`config.mk`:
```
export PLATFORM = sky130hd
export DESIGN_NAME = sc_spi_xfer_ctl
export DESIGN_NICKNAME = d
export VERILOG_FILES = /design/src/rtl/sc_spi_pkg.sv /design/src/rtl/sc_spi_bufram.sv /design/src/rtl/sc_spi_xfer_ctl.sv
export SDC_FILE = /design/constraint.sdc
export NUM_CORES = 2
export LEC_CHECK = 0
export CAP_MARGIN = 20
export CORE_UTILIZATION = 65
export CTS_BUF_LIST = sky130_fd_sc_hd__clkbuf_8
export DETAILED_ROUTE_END_ITERATION = 8
export HOLD_SLACK_MARGIN = 0.06
export PLACE_DENSITY = 0.82
export SKIP_CTS_REPAIR_TIMING = 1
export SYNTH_ARGS = -nofsm -noshare
export SYNTH_HDL_FRONTEND = slang
export SYNTH_SLANG_ARGS = --single-unit
```
`constraint.sdc`:
```
create_clock -name SPICLK -period 4.9 [get_ports SPICLK]
set_clock_uncertainty 0.1 [all_clocks]
set_input_delay 0.49 -clock SPICLK [delete_from_list [all_inputs] [get_ports SPICLK]]
set_output_delay 0.49 -clock SPICLK [all_outputs]
set_load 0.05 [all_outputs]
```
`src/rtl/sc_spi_pkg.sv`:
```
// Shared definitions for the SPI engine transfer controller: FSM encodings
// and the frame-width helper.
package sc_spi_pkg;

  typedef enum logic [2:0] {
    ST_IDLE  = 3'd0,
    ST_CHK   = 3'd1,
    ST_START = 3'd2,
    ST_WBUSY = 3'd3,
    ST_WIDLE = 3'd4,
    ST_GUARD = 3'd5,
    ST_DONE  = 3'd6
  } xfer_state_e;

  localparam int unsigned WORD_W = 32;

  // 32-bit words occupied by one frame of (dwidth+1) bits
  function automatic logic [4:0] words_per_frame(input logic [8:0] dwidth);
    return {1'b0, dwidth[8:5]} + 5'd1;
  endfunction

endpackage

```
`src/rtl/sc_spi_bufram.sv`:
```
// 1W/1R word buffer; REG_RD selects an asynchronous read or a registered
// read whose output register clears on reset.
module sc_spi_bufram #(
  parameter int unsigned DEPTH  = 64,
  parameter int unsigned DW     = 32,
  parameter bit          REG_RD = 1'b0,
  localparam int unsigned AW    = $clog2(DEPTH)
) (
  input  logic          SPICLK,
  input  logic          SYSRSTB,
  input  logic          we,
  input  logic [AW-1:0] wadr,
  input  logic [DW-1:0] wdata,
  input  logic [AW-1:0] radr,
  output logic [DW-1:0] rdata
);

  logic [DW-1:0] mem_r [DEPTH];

  generate
    if (REG_RD) begin : g_reg_rd
      logic [DW-1:0] rdata_r;

      // write port; contents are deliberately not reset
      always_ff @(posedge SPICLK) begin
        if (we) begin
          mem_r[wadr] <= wdata;
        end
      end

      // registered read returns pre-write data on a same-cycle collision
      always_ff @(posedge SPICLK or negedge SYSRSTB) begin
        if (!SYSRSTB) begin
          rdata_r <= {DW{1'b0}};
        end else begin
          rdata_r <= mem_r[radr];
        end
      end

      assign rdata = rdata_r;
    end else begin : g_async_rd
      // write port; host writes are held off while reset is asserted
      always_ff @(posedge SPICLK) begin
        if (we && SYSRSTB) begin
          mem_r[wadr] <= wdata;
        end
      end

      assign rdata = mem_r[radr];
    end
  endgenerate

endmodule

```
`src/rtl/sc_spi_xfer_ctl.sv`:
```
// Multi-frame SPI transfer controller: owns the TX/RX word buffers and runs
// NFRM back-to-back frames through the engine's SPISTART/SPIBUSY handshake.
module sc_spi_xfer_ctl
  import sc_spi_pkg::*;
#(
  parameter int unsigned DEPTH = 64,
  localparam int unsigned AW   = $clog2(DEPTH)
) (
  input  logic          SPICLK,
  input  logic          SYSRSTB,
  input  logic          BUFWE,
  input  logic [AW-1:0] BUFWADR,
  input  logic [31:0]   BUFWDATA,
  input  logic [AW-1:0] BUFRADR,
  output logic [31:0]   BUFRDATA,
  input  logic          XSTART,
  input  logic [AW-1:0] NFRM,
  input  logic          KEEPCS,
  output logic          XBUSY,
  output logic          XDONE,
  output logic          XERR,
  output logic [AW-1:0] FRMCNT,
  input  logic [8:0]    DWIDTH,
  output logic          SPISTART,
  input  logic          SPIBUSY,
  output logic          CSEXTEND,
  input  logic [3:0]    TXDPT,
  output logic [31:0]   TXDATA,
  input  logic [31:0]   RXDATA,
  input  logic          RXVALID,
  input  logic [3:0]    RXDPT
);

  localparam int unsigned BW = AW + 2;
  localparam logic [BW-1:0] LIM = BW'(DEPTH);
  localparam logic [AW-1:0] ONE_AW = AW'(1'b1);
  localparam logic [AW-1:0] ZERO_AW = {AW{1'b0}};

  xfer_state_e   state_r, state_s;
  logic [AW:0]   base_r;
  logic [AW-1:0] frmcnt_r;
  logic [AW-1:0] nfrm_r;
  logic          keepcs_r;
  logic          xerr_r;
  logic          xdone_r;
  logic          xbusy_r;
  logic          spistart_r;
  logic          csext_r;

  logic [4:0]    words_s;
  logic [BW-1:0] end_s;
  logic          overflow_s;
  logic [AW-1:0] frm_nx_s;
  logic          last_s;
  logic          penult_s;
  logic          accept_s;
  logic          zero_req_s;
  logic [AW-1:0] tx_radr_s;
  logic [AW-1:0] rx_wadr_s;

  assign words_s    = words_per_frame(DWIDTH);
  assign end_s      = {1'b0, base_r} + {{(BW-5){1'b0}}, words_s};
  assign overflow_s = (end_s > LIM);
  assign frm_nx_s   = frmcnt_r + ONE_AW;
  assign last_s     = (frm_nx_s == nfrm_r);
  assign penult_s   = (frm_nx_s == (nfrm_r - ONE_AW));
  assign accept_s   = (state_r == ST_IDLE) && XSTART && (NFRM != ZERO_AW);
  assign zero_req_s = (state_r == ST_IDLE) && XSTART && (NFRM == ZERO_AW);

  // window offset arithmetic wraps at AW bits; overflow is caught in CHK
  assign tx_radr_s = base_r[AW-1:0] + {{(AW-4){1'b0}}, TXDPT};
  assign rx_wadr_s = base_r[AW-1:0] + {{(AW-4){1'b0}}, RXDPT};

  // state register
  always_ff @(posedge SPICLK or negedge SYSRSTB) begin
    if (!SYSRSTB) begin
      state_r <= ST_IDLE;
    end else begin
      state_r <= state_s;
    end
  end

  // next-state decode
  always_comb begin
    state_s = state_r;
    case (state_r)
      ST_IDLE: begin
        if (accept_s) state_s = ST_CHK;
        else          state_s = ST_IDLE;
      end
      ST_CHK: begin
        if (overflow_s) state_s = ST_DONE;
        else            state_s = ST_START;
      end
      ST_START: state_s = ST_WBUSY;
      ST_WBUSY: begin
        if (SPIBUSY) state_s = ST_WIDLE;
        else         state_s = ST_WBUSY;
      end
      ST_WIDLE: begin
        if (!SPIBUSY) state_s = ST_GUARD;
        else          state_s = ST_WIDLE;
      end
      ST_GUARD: begin
        if (last_s) state_s = ST_DONE;
        else        state_s = ST_CHK;
      end
      ST_DONE: state_s = ST_IDLE;
      default: state_s = ST_IDLE;
    endcase
  end

  // registered outputs and sequence bookkeeping
  always_ff @(posedge SPICLK or negedge SYSRSTB) begin
    if (!SYSRSTB) begin
      base_r     <= {(AW+1){1'b0}};
      frmcnt_r   <= ZERO_AW;
      nfrm_r     <= ZERO_AW;
      keepcs_r   <= 1'b0;
      xerr_r     <= 1'b0;
      xdone_r    <= 1'b0;
      xbusy_r    <= 1'b0;
      spistart_r <= 1'b0;
      csext_r    <= 1'b0;
    end else begin
      spistart_r <= (state_s == ST_START);
      xdone_r    <= (state_s == ST_DONE) || zero_req_s;
      xbusy_r    <= (state_s != ST_IDLE);
      case (state_r)
        ST_IDLE: begin
          if (accept_s) begin
            nfrm_r   <= NFRM;
            keepcs_r <= KEEPCS;
            base_r   <= {(AW+1){1'b0}};
            frmcnt_r <= ZERO_AW;
            xerr_r   <= 1'b0;
            if ((NFRM > ONE_AW) || KEEPCS) begin
              csext_r <= 1'b1;
            end
          end
        end
        ST_CHK: begin
          if (overflow_s) begin
            xerr_r <= 1'b1;
          end
        end
        ST_GUARD: begin
          frmcnt_r <= frm_nx_s;
          base_r   <= base_r + {{(AW-4){1'b0}}, words_s};
          // CS must drop with the final frame, so release it one guard early
          if (penult_s && !keepcs_r) begin
            csext_r <= 1'b0;
          end
        end
        ST_DONE: begin
          if (xerr_r && !keepcs_r) begin
            csext_r <= 1'b0;
          end
        end
        default: begin
          csext_r <= csext_r;
        end
      endcase
    end
  end

  sc_spi_bufram #(.DEPTH(DEPTH), .DW(WORD_W), .REG_RD(1'b0)) u_txbuf (
    .SPICLK  (SPICLK),
    .SYSRSTB (SYSRSTB),
    .we      (BUFWE),
    .wadr    (BUFWADR),
    .wdata   (BUFWDATA),
    .radr    (tx_radr_s),
    .rdata   (TXDATA)
  );

  sc_spi_bufram #(.DEPTH(DEPTH), .DW(WORD_W), .REG_RD(1'b1)) u_rxbuf (
    .SPICLK  (SPICLK),
    .SYSRSTB (SYSRSTB),
    .we      (RXVALID),
    .wadr    (rx_wadr_s),
    .wdata   (RXDATA),
    .radr    (BUFRADR),
    .rdata   (BUFRDATA)
  );

  assign XBUSY    = xbusy_r;
  assign XDONE    = xdone_r;
  assign XERR     = xerr_r;
  assign FRMCNT   = frmcnt_r;
  assign SPISTART = spistart_r;
  assign CSEXTEND = csext_r;

endmodule

```
==> results.yml <==
worst_hold_path:
  hold_end: "u_txbuf.mem_r[38][22]"
  hold_path_depth: 1
  hold_start: "BUFWDATA[22]"
  worstHoldPathType: "in -> reg"
critical_path:
  r2r_setup_slack_ps: 720
  critPathTopFamily: "multiplexers"
  worst-endpoint-required_ps: 4310
  cp.arrival_ps: 5040
  rr_worst_depth: 11
  cp-start-kind: "register"
  crit_type: "reg -> out"
  timing.rr.end: "u_rxbuf.mem_r[7][22]"
  cp_cell_sequence: "ha_4 > fa_4 > buf_6 > buf_12 > buf_16 > buf_16 > mux4_2 > mux4_2 > mux2i_1 > mux2i_1 > buf_4"
  critical_path.slowest_cell: "fa_4"
  worst_setup_path_end_kind: "primary output"
  slowest_delay_ps: 880
  r2r_start: "base_r[0]"
  path_max_fanout: 17
  path_buf_inv: 5
sta:
  period_needed_ps: 5630
  relSlewSlack: 0.151
  hold_violations: 0
  fmax_ghz: 0.178
  fin_crit_sh: 1.15
  worst_pin_slew_ps: 1270
  rsz0062_at_grt: "yes"
  fin_ws_ps: -729
  setup_viol_count_final: 32
  slew_viol_final: 0
  fin_hold_ws_ps: 17.1
floorplan:
  die_area_um2: 246000
  die_h_um: 496
  initial_utilization: 0.657
  fp.dieW_um: 496
  rows: 180
  core-area_um2: 241000
  io_pins: 181
placed_design:
  io_buffers: 175
  placed_cells: 9790
  globalplace.congestion: 0.825
  place_hpwl_um: 239000
  dp_slack_ps: -482
synthesis:
  synth-edff-count: 4096
  synth_async_sr_flop_share: 0.0144
  syn_area_per_cell_um2: 24.9
  synth_nets: 6489
  syn_area_um2: 159000
  ys_ff_latch: 4156
  synth_flop_cell: "edfxtp_1"
  syn_inst: 6364
  yosysSeqAreaShare: 0.785
  synth_area_leader_cell: "edfxtp_1"
  ys_warn_count: 0
  synthTopCellsByArea: "edfxtp_1, mux4_2, dfrtp_1"
  synth_top_area_frac: 0.776
  synth.distinct_cells: 56
run:
  drv_cap: 0
global_route:
  grt_use_total: 0.368
  grt_max_degree: 93
  grt_pass1_wl_um: 617000
  grt_pass1_vias: 83900
  grt-ovfl-total: 0
  antenna_found_initial: 40
routing:
  routedWlPerCell_um: 46.2
  routed_wl_um: 511000
  via_count: 87700
  vias_per_cell: 7.93
  drc_errors: 0
  first_pass_iters: 9
  drt_iter0_markers: 18100
  antenna_left: 0
clocking:
  insertion_delay_ps: 1200
  clock_sinks: 4156
  cts.path.max_buffers: 4
  htree_levels: 6
  clk_pin_slew_ps: 70
  numCtsBuffers: 629
  clockRootBuffer: "clkbuf_8"
  cts_tree: "yes"
layout:
  final_cells: 11100
  area_growth_syn_to_layout_pct: 14.9
  final_layout_size_suffix_gt1_frac: 0.362
  nets: 7524
power_and_ir_drop:
  p_seq_frac: 0.411
  p_leak_nw: 58.4
  clkPwrFrac: 0.284
  peakVddDrop_mv: 1.09
  internal_power_mw: 66.5
  power_density_nw_per_um2: 539
  swShare: 0.323
  switchingPower_mw: 31.7
  power.share.combinational: 0.305
run_status:
  failed_checks: "setup timing"
  status: "complete, but fails checks"
## routing by layer
metal  vias up  global-route usage  part of all wire
li1      29800                   -                 -
met4        20               0.199             0.087
met2     11800               0.573              0.46
met5         -                   0           0.00027
met1     43200               0.477              0.28
met3      2876               0.106              0.17
## synthesized netlist by cell type, types with 14 or more instances
cell         n
a21oi_1     15
mux4_2    1274
mux2i_1    103
buf_2      131
xnor2_1     22
nor2_1     150
ha_1        16
nor2b_1     14
nand3_1     24
nand2_1     75
dfrtp_1     60
edfxtp_1  4096
clkbuf_1   168
a22oi_1     54
buf_1       15
## worst max path at each step
stage               startpoint         end  slack, ps  depth (start not counted)
floorplan             TXDPT[0]  TXDATA[30]        640                         10
global placement      TXDPT[0]   TXDATA[9]       -380                         16
detailed placement    TXDPT[0]   TXDATA[9]       -480                         16
CTS                  base_r[0]   TXDATA[9]      -1020                         14
global route         base_r[0]  TXDATA[29]       -810                         11
finish               base_r[0]  TXDATA[29]       -730                         11
## state kept, by name, summed over array words and instances, names as in the netlist, 3 cells and up
register	count
base_r	7
nfrm_r	6
u_rxbuf.mem_r	2048
FRMCNT	6
state_r	3
u_rxbuf.rdata	32
u_txbuf.mem_r	2048
## cells in the final DEF (no fill, tap or decap), drive strengths merged, types with 4 or more instances in the layout
cell	Yosys	layout
a211oi	8	8
a21o	5	5
a21oi	15	15
a22oi	54	54
and3	4	4
buf	155	574
bufinv	0	13
clkbuf	168	678
clkdlybuf4s50	0	74
clkinv	0	215
clkinvlp	0	14
dfrtp	60	60
diode	0	25
dlygate4sd3	0	63
edfxtp	4096	4096
ha	16	16
inv	12	198
mux2i	103	103
mux4	1274	1274
nand2	75	75
nand3	24	24
nand3b	6	6
nor2	150	150
nor2b	14	14
nor3	8	8
o21a	5	5
o21ai	17	17
o22ai	13	13
or2	8	8
xnor2	22	22
xor2	6	6
## through the flow
stage	power [mW]	instance area, µm²	util	setup TNS, ps
floorplan	55.9	159000	-	0
global placement	65.1	168000	0.696	-957
detailed placement	66.2	168000	0.696	-1510
CTS	92.9	179000	0.743	-19740
global route	99.5	182000	0.754	-19380
finish	98.2	182000	0.754	-17080
## area by class of cell
cell class / instances / area [µm²]
Sequential cell: 4156 / 125000
Fill cell: 10500 / 59300
Multi-Input combinational cell: 1873 / 33900
Clock buffer: 662 / 9110
Timing Repair Buffer: 727 / 8310
Tap cell: 3185 / 3990
Clock inverter: 428 / 2240
Antenna cell: 25 / 62.6
Inverter: 12 / 45.0
## power groups by stage
stage,registers (mW),logic [mW],clock network (mW)
floorplan,41.1,14.8,0
detailed placement,41.1,25.1,0
global route,40.4,30.2,29.0
CTS,40.4,25.6,26.9
global placement,41.0,24.2,0
finish,40.4,29.9,27.9
## cells by family (layout without fill, tap and decap cells)
kind of cell / after synthesis / count (layout) / synth area share
AND/OR/NAND/NOR: 315 / 315 / 0.00892
other: 0 / 25 / 0
XOR/XNOR: 29 / 29 / 0.00169
flip-flops: 4156 / 4156 / 0.785
AO/OA/AOI/OAI: 131 / 131 / 0.00571
adder cells (fa/ha/maj): 19 / 19 / 0.00164
multiplexers: 1379 / 1379 / 0.188
buffers and inverters: 335 / 1829 / 0.00920
## worst register-to-register path, stage by stage (launching register included)
cell	delay, ps
dfrtp_2	450
buf_4	150
ha_1	200
fa_1	440
a21o_1	190
a21oi_1	240
xnor2_1	130
nor2_1	210
nand3_1	560
buf_4	460
nor2_4	240
buf_4	430
Power figures use the tool's default switching activity.
